File: config.mk
export PLATFORM = sky130hd
export DESIGN_NAME = param_clamp_bank
export DESIGN_NICKNAME = d
export VERILOG_FILES = /design/src/rtl/param_clamp_bank.sv
export SDC_FILE = /design/constraint.sdc
export NUM_CORES = 2
export LEC_CHECK = 0
export BUFFER_PORTS_ARGS = -buffer_cell sky130_fd_sc_hd__buf_2
export CORE_UTILIZATION = 57
export CTS_BUF_LIST = sky130_fd_sc_hd__clkbuf_4
export DETAILED_ROUTE_END_ITERATION = 8
export GPL_TIMING_DRIVEN = 0
export HOLD_SLACK_MARGIN = 0.03
export PLACE_DENSITY = 0.81
export SYNTH_ARGS = -nofsm -noshare
export SYNTH_HDL_FRONTEND = slang
export SYNTH_SLANG_ARGS = --single-unit
File: constraint.sdc
create_clock -name i_clk -period 2.8 [get_ports i_clk]
set_input_delay 0.28 -clock i_clk [delete_from_list [all_inputs] [get_ports i_clk]]
set_output_delay 0.28 -clock i_clk [all_outputs]
set_load 0.005 [all_outputs]
File: src/rtl/param_clamp_bank.sv
// Parameter qualification bank: snapshots a flat parameter vector, clamps and de-biases
// one channel per cycle, then commits every channel at once (optionally on frame_sync).
module param_clamp_bank #(
    parameter int unsigned                  NUM_CH         = 8,
    parameter int unsigned                  DATA_W         = 32,
    parameter logic [NUM_CH*DATA_W-1:0]     MIN_VEC        = '0,
    parameter logic [NUM_CH*DATA_W-1:0]     MAX_VEC        = '1,
    parameter logic [NUM_CH*DATA_W-1:0]     OFS_VEC        = '0,
    parameter logic [NUM_CH-1:0]            CLAMP_EN       = '1,
    parameter bit                           COMMIT_ON_SYNC = 1'b0
) (
    input  logic                     i_clk,
    input  logic                     i_rst,
    input  logic [NUM_CH*DATA_W-1:0] i_param_in,
    input  logic                     i_load_param,
    input  logic                     i_frame_sync,
    output logic [NUM_CH*DATA_W-1:0] o_param_out,
    output logic [NUM_CH-1:0]        o_ovf_flags,
    output logic [NUM_CH-1:0]        o_udf_flags,
    output logic                     o_busy,
    output logic                     o_pending,
    output logic                     o_updated
);

    localparam int unsigned      IDX_W    = (NUM_CH > 1) ? $clog2(NUM_CH) : 1;
    localparam logic [IDX_W-1:0] LAST_IDX = IDX_W'(NUM_CH - 1);

    typedef enum logic [1:0] {
        StIdle,
        StScan,
        StWaitSync,
        StCommit
    } state_e;

    state_e                     r_state;
    state_e                     w_state_nxt;
    logic                       r_load_d;
    logic                       r_req;
    logic [IDX_W-1:0]           r_idx;
    logic [NUM_CH*DATA_W-1:0]   r_in_buf;
    logic [NUM_CH*DATA_W-1:0]   r_stage;
    logic [NUM_CH-1:0]          r_sovf;
    logic [NUM_CH-1:0]          r_sudf;
    logic [NUM_CH*DATA_W-1:0]   r_param_out;
    logic [NUM_CH-1:0]          r_ovf_flags;
    logic [NUM_CH-1:0]          r_udf_flags;
    logic                       r_updated;

    logic                       w_rise;
    logic                       w_capture;
    logic                       w_latch_set;
    logic                       w_scan_wr;
    logic                       w_commit;
    logic [DATA_W-1:0]          w_x;
    logic [DATA_W-1:0]          w_min;
    logic [DATA_W-1:0]          w_max;
    logic [DATA_W-1:0]          w_ofs;
    logic [DATA_W-1:0]          w_y;
    logic [DATA_W-1:0]          w_res;
    logic                       w_ovf;
    logic                       w_udf;

    assign w_rise = i_load_param & ~r_load_d;

    always_ff @(posedge i_clk) begin
        if (i_rst) begin
            r_state <= StIdle;
        end else begin
            r_state <= w_state_nxt;
        end
    end

    always_comb begin
        w_state_nxt = r_state;
        w_capture   = 1'b0;
        w_latch_set = 1'b0;
        w_scan_wr   = 1'b0;
        w_commit    = 1'b0;
        unique case (r_state)
            StIdle: begin
                if (w_rise || r_req) begin
                    w_capture   = 1'b1;
                    w_state_nxt = StScan;
                end
            end
            StScan: begin
                w_scan_wr   = 1'b1;
                w_latch_set = w_rise;
                if (r_idx == LAST_IDX) begin
                    w_state_nxt = COMMIT_ON_SYNC ? StWaitSync : StCommit;
                end
            end
            StWaitSync: begin
                // A new request beats a coincident frame_sync: rescan rather than commit stale data.
                if (w_rise) begin
                    w_capture   = 1'b1;
                    w_state_nxt = StScan;
                end else if (i_frame_sync) begin
                    w_state_nxt = StCommit;
                end
            end
            StCommit: begin
                w_commit    = 1'b1;
                w_latch_set = w_rise;
                w_state_nxt = StIdle;
            end
            default: w_state_nxt = StIdle;
        endcase
        o_busy    = (r_state != StIdle);
        o_pending = (r_state == StWaitSync);
    end

    // Per-channel qualification of the channel currently selected by the scan index.
    always_comb begin
        w_x   = r_in_buf[r_idx*DATA_W +: DATA_W];
        w_min = MIN_VEC[r_idx*DATA_W +: DATA_W];
        w_max = MAX_VEC[r_idx*DATA_W +: DATA_W];
        w_ofs = OFS_VEC[r_idx*DATA_W +: DATA_W];
        w_ovf = 1'b0;
        w_udf = 1'b0;
        w_y   = w_x;
        if (CLAMP_EN[r_idx] && (w_x > w_max)) begin
            w_y   = w_max;
            w_ovf = 1'b1;
        end else if (CLAMP_EN[r_idx] && (w_x < w_min)) begin
            w_y   = w_min;
            w_udf = 1'b1;
        end
        w_res = (w_y >= w_ofs) ? (w_y - w_ofs) : '0;
    end

    always_ff @(posedge i_clk) begin
        if (i_rst) begin
            r_load_d    <= 1'b0;
            r_req       <= 1'b0;
            r_idx       <= '0;
            r_in_buf    <= '0;
            r_stage     <= '0;
            r_sovf      <= '0;
            r_sudf      <= '0;
            r_param_out <= '0;
            r_ovf_flags <= '0;
            r_udf_flags <= '0;
            r_updated   <= 1'b0;
        end else begin
            r_load_d  <= i_load_param;
            r_updated <= 1'b0;

            if (w_capture) begin
                r_in_buf <= i_param_in;
                r_idx    <= '0;
            end else if (w_scan_wr && (r_idx != LAST_IDX)) begin
                r_idx <= r_idx + 1'b1;
            end

            if (w_scan_wr) begin
                r_stage[r_idx*DATA_W +: DATA_W] <= w_res;
                r_sovf[r_idx]                   <= w_ovf;
                r_sudf[r_idx]                   <= w_udf;
            end

            // One-deep request latch; a fresh capture satisfies any pending request.
            if (w_capture) begin
                r_req <= 1'b0;
            end else if (w_latch_set) begin
                r_req <= 1'b1;
            end

            if (w_commit) begin
                r_param_out <= r_stage;
                r_ovf_flags <= r_sovf;
                r_udf_flags <= r_sudf;
                r_updated   <= 1'b1;
            end
        end
    end

    assign o_param_out = r_param_out;
    assign o_ovf_flags = r_ovf_flags;
    assign o_udf_flags = r_udf_flags;
    assign o_updated   = r_updated;

endmodule

==> results of run 1 <==
## per-stage QoR
step	TNS [ns]	cell area, sq um	cells	worst slack (ns)	util, %
detailed placement	-3.391	32010	4394	-0.09372	65.13
floorplan	0	28550	3205	0.5445	-
global placement	-0.8692	32010	4394	-0.02928	65.13
CTS	0	39350	5208	0.04346	80.06
## logic make-up after synthesis
family                   synth area share (%)
XOR/XNOR                              0.03071
multiplexers                            7.649
flip-flops                              55.58
AO/OA/AOI/OAI                           15.59
buffers and inverters                   4.175
other                                 0.01315
AND/OR/NAND/NOR                         16.65
adder cells (fa/ha/maj)                0.3070
## synth_stat cells (2+ instances only)
library cell	n	area, sq um
nor2b_1	4	25.02
ha_1	7	87.58
nand2_1	1204	4519
nor2_1	6	22.52
clkbuf_1	144	540.5
mux4_2	64	1441
inv_1	7	26.28
buf_4	10	75.07
nand2b_1	3	18.77
mux2i_1	2	20.02
nor3_1	4	20.02
a311oi_1	3	26.28
nor4b_2	2	30.03
and2_1	2	12.51
buf_1	19	71.32
and3_1	2	12.51
a31oi_2	5	62.56
mux2i_4	32	720.7
a31oi_1	2	12.51
dfxtp_1	792	15860
a21oi_1	523	2618
nand3_1	2	10.01
nand4_1	5	31.28
o311a_1	5	50.05
o21ai_1	160	800.8
buf_6	11	123.9
o2bb2ai_1	96	840.8
buf_2	70	350.3
## timing repair
| action | in CTS |
|---|---|
| endpoints found under the hold margin | 424 |
| pin swaps | 4 |
| buffers inserted | 5 |
| gates cloned | 0 |
| hold buffers | 504 |
| endpoints found under the setup margin | 80 |
| gates resized for setup | 3 |
## layer usage
| metal | global-route usage [%] | overflow |
|---|---|---|
| met4 | 58.85 | 14 |
| met1 | 72.61 | 2 |
| met5 | 32.45 | 0 |
| met3 | 55.82 | 1 |
| met2 | 83.65 | 22 |
==> results.md, run 1 <==
* Initial core utilization at 58.04%
* Clk buf depth at 3
* Post-Synthesis Cells at 3,198
* Worst setup endpoint GRT: r_stage[6]$_SDFFE_PP0P_/D
* CTS buffer count at 188
* Post-synthesis cell type count at 40
* Remaining global-route overflow at 39
* GP Congestion at 0.9377
* I/O pin total at 535
* Log Error: [ERROR GRT-0232] Routing congestion too high. Check the congestion heatmap in the GUI.
* EDFF count, synth at 0
* Post-DP HPWL at 69.53 mm
* PortBufs at 525
* Cell row count at 81
* Largest net degree at the start of global routing at 17
* Die Span Y at 225.7 um
* Seq/Total Area, Yosys at 55.58%
* Global-route usage over all layers at 69.15%
* Root Driver: clkbuf_4
* Average size of a mapped cell at 8.920 sq um
* Commonest register cell after synthesis: dfxtp_1
* Syn. warnings at 0
* Clock tree sinks at 792
* #FFs+latches synth at 792
* Clock H-tree levels at 4
* Exit stage: global routing (5_1_grt)
* Ys async rst share at 0%
* Die X at 225.7 um
* Status: did not finish
* Post-Syn Area at 0.02853 sq mm
* Worst endpoint pin kind: register data pin
==> run 2: changes to the inputs <==
CORE_UTILIZATION = 40   (was 57)
CTS_BUF_LIST = not set   (was sky130_fd_sc_hd__clkbuf_4)
HOLD_SLACK_MARGIN = not set   (was 0.03)
PLACE_DENSITY = not set   (was 0.81)
PLACE_DENSITY_LB_ADDON = 0.15   (was not set)
==> run 2 against run 1 <==
  * The run now ends clean
  * Area after synthesis unchanged
  * Synthesized cell count unchanged
==> results.md, run 2 <==
* Tcrit/Tclk final at 95.59%
* Static Leakage at 0.01469 uW
* Post-synthesis cell type count at 40 (unchanged)
* DRT iter0 DRCs at 1,794
* Ys async rst share at 0% (unchanged)
* Clock H-tree levels at 3 (was 4)
* Crit path launch: r_idx[2]
* Non-filler instance count after layout at 5,102
* Cell row count at 97 (was 81)
* Hold Path Class: in2reg
* Seq/Total Area, Yosys at 55.58% (unchanged)
* Met1 usage at 38.57%
* Rel. slew slack at 34.69%
* Fmax at 0.3736 GHz
* Reg area at 0.01586 sq mm
* Syn. warnings at 0 (unchanged)
* Final std cell area, no fill at 0.03814 sq mm
* #FFs+latches synth at 792 (unchanged)
* Max incr delay on CP at 0.37 ns
* Setup slack, reg-to-reg at 0.12 ns
* Commonest register cell after synthesis: dfxtp_1 (unchanged)
* Critical Path AT at 3.16 ns
* Crit path max fanout at 10
* Initial antenna violation count at 6
* Core area at 0.07027 sq mm
* Clk buf depth at 3 (unchanged)
* Delay-heaviest family, CP: buffers and inverters
* DRT antenna net count at 0
* Area contributors post-synth: dfxtp_1 (56%), nand2_1 (16%), a21oi_1 (9.2%), mux4_2 (5.1%), o2bb2ai_1 (2.9%) (unchanged)
* Average size of a mapped cell at 8.920 sq um (unchanged)
* Post-Route WL at 110.5 mm
* Vias per cell at 5.101
* CP cell instances: buf_2 > inv_1 > buf_6 > buf_6 > ha_1 > nor4b_2 > a21oi_2 > clkbuf_1 > nand2_1 > o21ai_1
* Area of the multi-input gates at 0.01156 sq mm
* Remaining global-route overflow at 0
* EDFF count, synth at 0 (unchanged)
* Met3 Use GR at 3.817%
* Fraction of layout instances using a drive strength above 1 at 21.51%
* Type of the worst setup path: reg2reg
* GP Congestion at 0.8783 (was 0.9377)
* Top cells by count, synth: nand2_1 (1,204), dfxtp_1 (792), a21oi_1 (523), o21ai_1 (160), clkbuf_1 (144) (unchanged)
* Most common cell after layout, fill and taps aside: nand2_1
* PnR worst setup slack at 0.1234 ns
* First-pass GRT wire length at 156.9 mm
* Cell taking the most area after synthesis: dfxtp_1 (unchanged)
* VDD IR max at 0.0004193 V
* Drt drc at 0
* I/O pin total at 535 (unchanged)
* Reg-to-reg endpoint: r_stage[25]
* Slowest stage cell, crit path: nor4b_2
* Post-Syn Area at 0.02853 sq mm (unchanged)
* Slew Viols, Final at 0
* Post-DP HPWL at 77.17 mm (was 69.53 mm)
* Final setup viols at 0
* Required @ worst endpoint at 3.28 ns
* Most used routing layer: met2
* Critical path depth at 10
* Clk_lat worst skew at 0.63 ns
* Max Cap Violations at 0
* CP dominant cell by count: buf_6
* Status: complete, no violations (was did not finish)
* Clk_skew at 0.02151 ns
* Final Hold Vio Count at 0
* Placed cell count at 4,670 (was 4,394)
* Placed cell areas at 0.03236 sq mm (was 0.03201 sq mm)
* CTS buffer count at 82 (was 188)
* Vias in the first global route at 24,515
* Largest net degree at the start of global routing at 14
* Min cycle time layout at 2.677 ns
* PortBufs at 525 (unchanged)
* Commonest non-fill, non-tap cells in the layout: nand2_1 (1,204), dfxtp_1 (792), buf_2 (595)
* Final net count at 4,361
* Root Driver: clkbuf_16 (was clkbuf_4)
* Global-route usage over all layers at 29.81%
* TritonCTS clock tree: done
* Die Span Y at 269.1 um (was 225.7 um)
* CP Launch Type: flop
* Filler cell count at 6,653
* Clock tree sinks at 792 (unchanged)
* Setup crit end: r_stage[25]
* Initial core utilization at 40.60% (was 58.04%)
* Setup WS pre-CTS at -0.1462 ns (was -0.09372 ns)
* Crit end category: flop
* Detailed Routing Iterations Pass 1 at 7
* Pwr Density at 661.8 mW/mm^2
* WL/cell at 21.66 um
* Cell with the most instances after synthesis: nand2_1 (unchanged)
* Post-Synthesis Cells at 3,198 (unchanged)
* RSZ-0062 raised after global routing: no
* Clock Pin Slew Worst Setup and Hold Paths at 0.06 ns
* Die X at 269.1 um (was 225.7 um)
* Met2 Usage GRT at 51.20%
* FF-to-FF Start: r_idx[2]
* Synth top area share at 55.58% (unchanged)
* Worst path bufs/invs at 5
* Die area at 0.07239 sq mm
* Via count at 26,027
* Worst-Margin Slew at 0.9796 ns
* FF-to-FF path depth at 10
* P&R area growth vs syn at 33.71%
## run 2: cell counts after synthesis
No cell type changed its count.
## run 2: where the power goes
| part | internal [uW] | switching (uW) |
|---|---|---|
| combinational | 933 | 1480 |
| clock | 6530 | 4640 |
| sequential | 11500 | 135 |
## run 2: cell type report
| cell class | instances | share of cell area (%) |
|---|---|---|
| sequential | 792 | 41.57 |
| multi-input combinational | 2151 | 30.31 |
| timing repair buffer | 805 | 14.63 |
| clock buffer | 126 | 6.551 |
| buffer | 254 | 3.083 |
| tap | 940 | 3.083 |
| clock inverter | 21 | 0.6659 |
| inverter | 8 | 0.07873 |
| antenna | 5 | 0.03280 |
## run 2: repair_timing
action,4_1_cts,5_1_grt
resized for setup,9,18
hold endpoints to repair,255,0
hold buffers,255,0
endpoints found under the setup margin,185,218
buffers inserted,25,0
pin swaps,3,0
## run 2: worst register-to-register path, stage by stage, from the launching register on
cell and delay (ns):
dfxtp_1 0.31, buf_2 0.17, inv_1 0.18, buf_6 0.27, buf_6 0.25, ha_1 0.34
nor4b_2 0.37, a21oi_2 0.19, clkbuf_1 0.28, nand2_1 0.13, o21ai_1 0.06
## run 2: routing by layer
metal	vias up	wire, um
li1	12533	-
met1	12430	46630
met2	879	54030
met3	183	6420
met4	2	3415
met5	-	11
## run 2: cells by family after synthesis
logic type               Yosys count  synth area share (%)
AND/OR/NAND/NOR                 1238                 16.65
buffers and inverters            262                 4.175
XOR/XNOR                           1               0.03071
AO/OA/AOI/OAI                    799                 15.59
flip-flops                       792                 55.58
multiplexers                      98                 7.649
other                              1               0.01315
adder cells (fa/ha/maj)            7                0.3070
## run 2: metrics by stage
step	TNS, ns	total power (uW)	utilization, %	hold WS, ns
final	0	25240	54.28	0.04240
after global routing	0	25990	54.26	0.03101
after CTS	0	25340	54.24	0.003762
after detailed placement	-10.42	13900	46.05	0.4208
after global placement	-9.507	13890	46.05	0.4187
after floorplan	0	12930	-	0.4082
## run 2: worst min-delay path by stage
stage                          from             to  slack, ns  cells past startpoint
detailed placement        r_sudf[0]      r_sudf[0]       0.42                      2
finish              i_param_in[127]  r_in_buf[127]       0.04                      3
CTS                 i_param_in[190]  r_in_buf[190]      0.004                      3
floorplan              i_load_param       r_load_d       0.41                      1
global route        i_param_in[127]  r_in_buf[127]       0.03                      3
global placement          r_sudf[0]      r_sudf[0]       0.42                      2
Note: power is estimated with default switching activity, not from simulation.
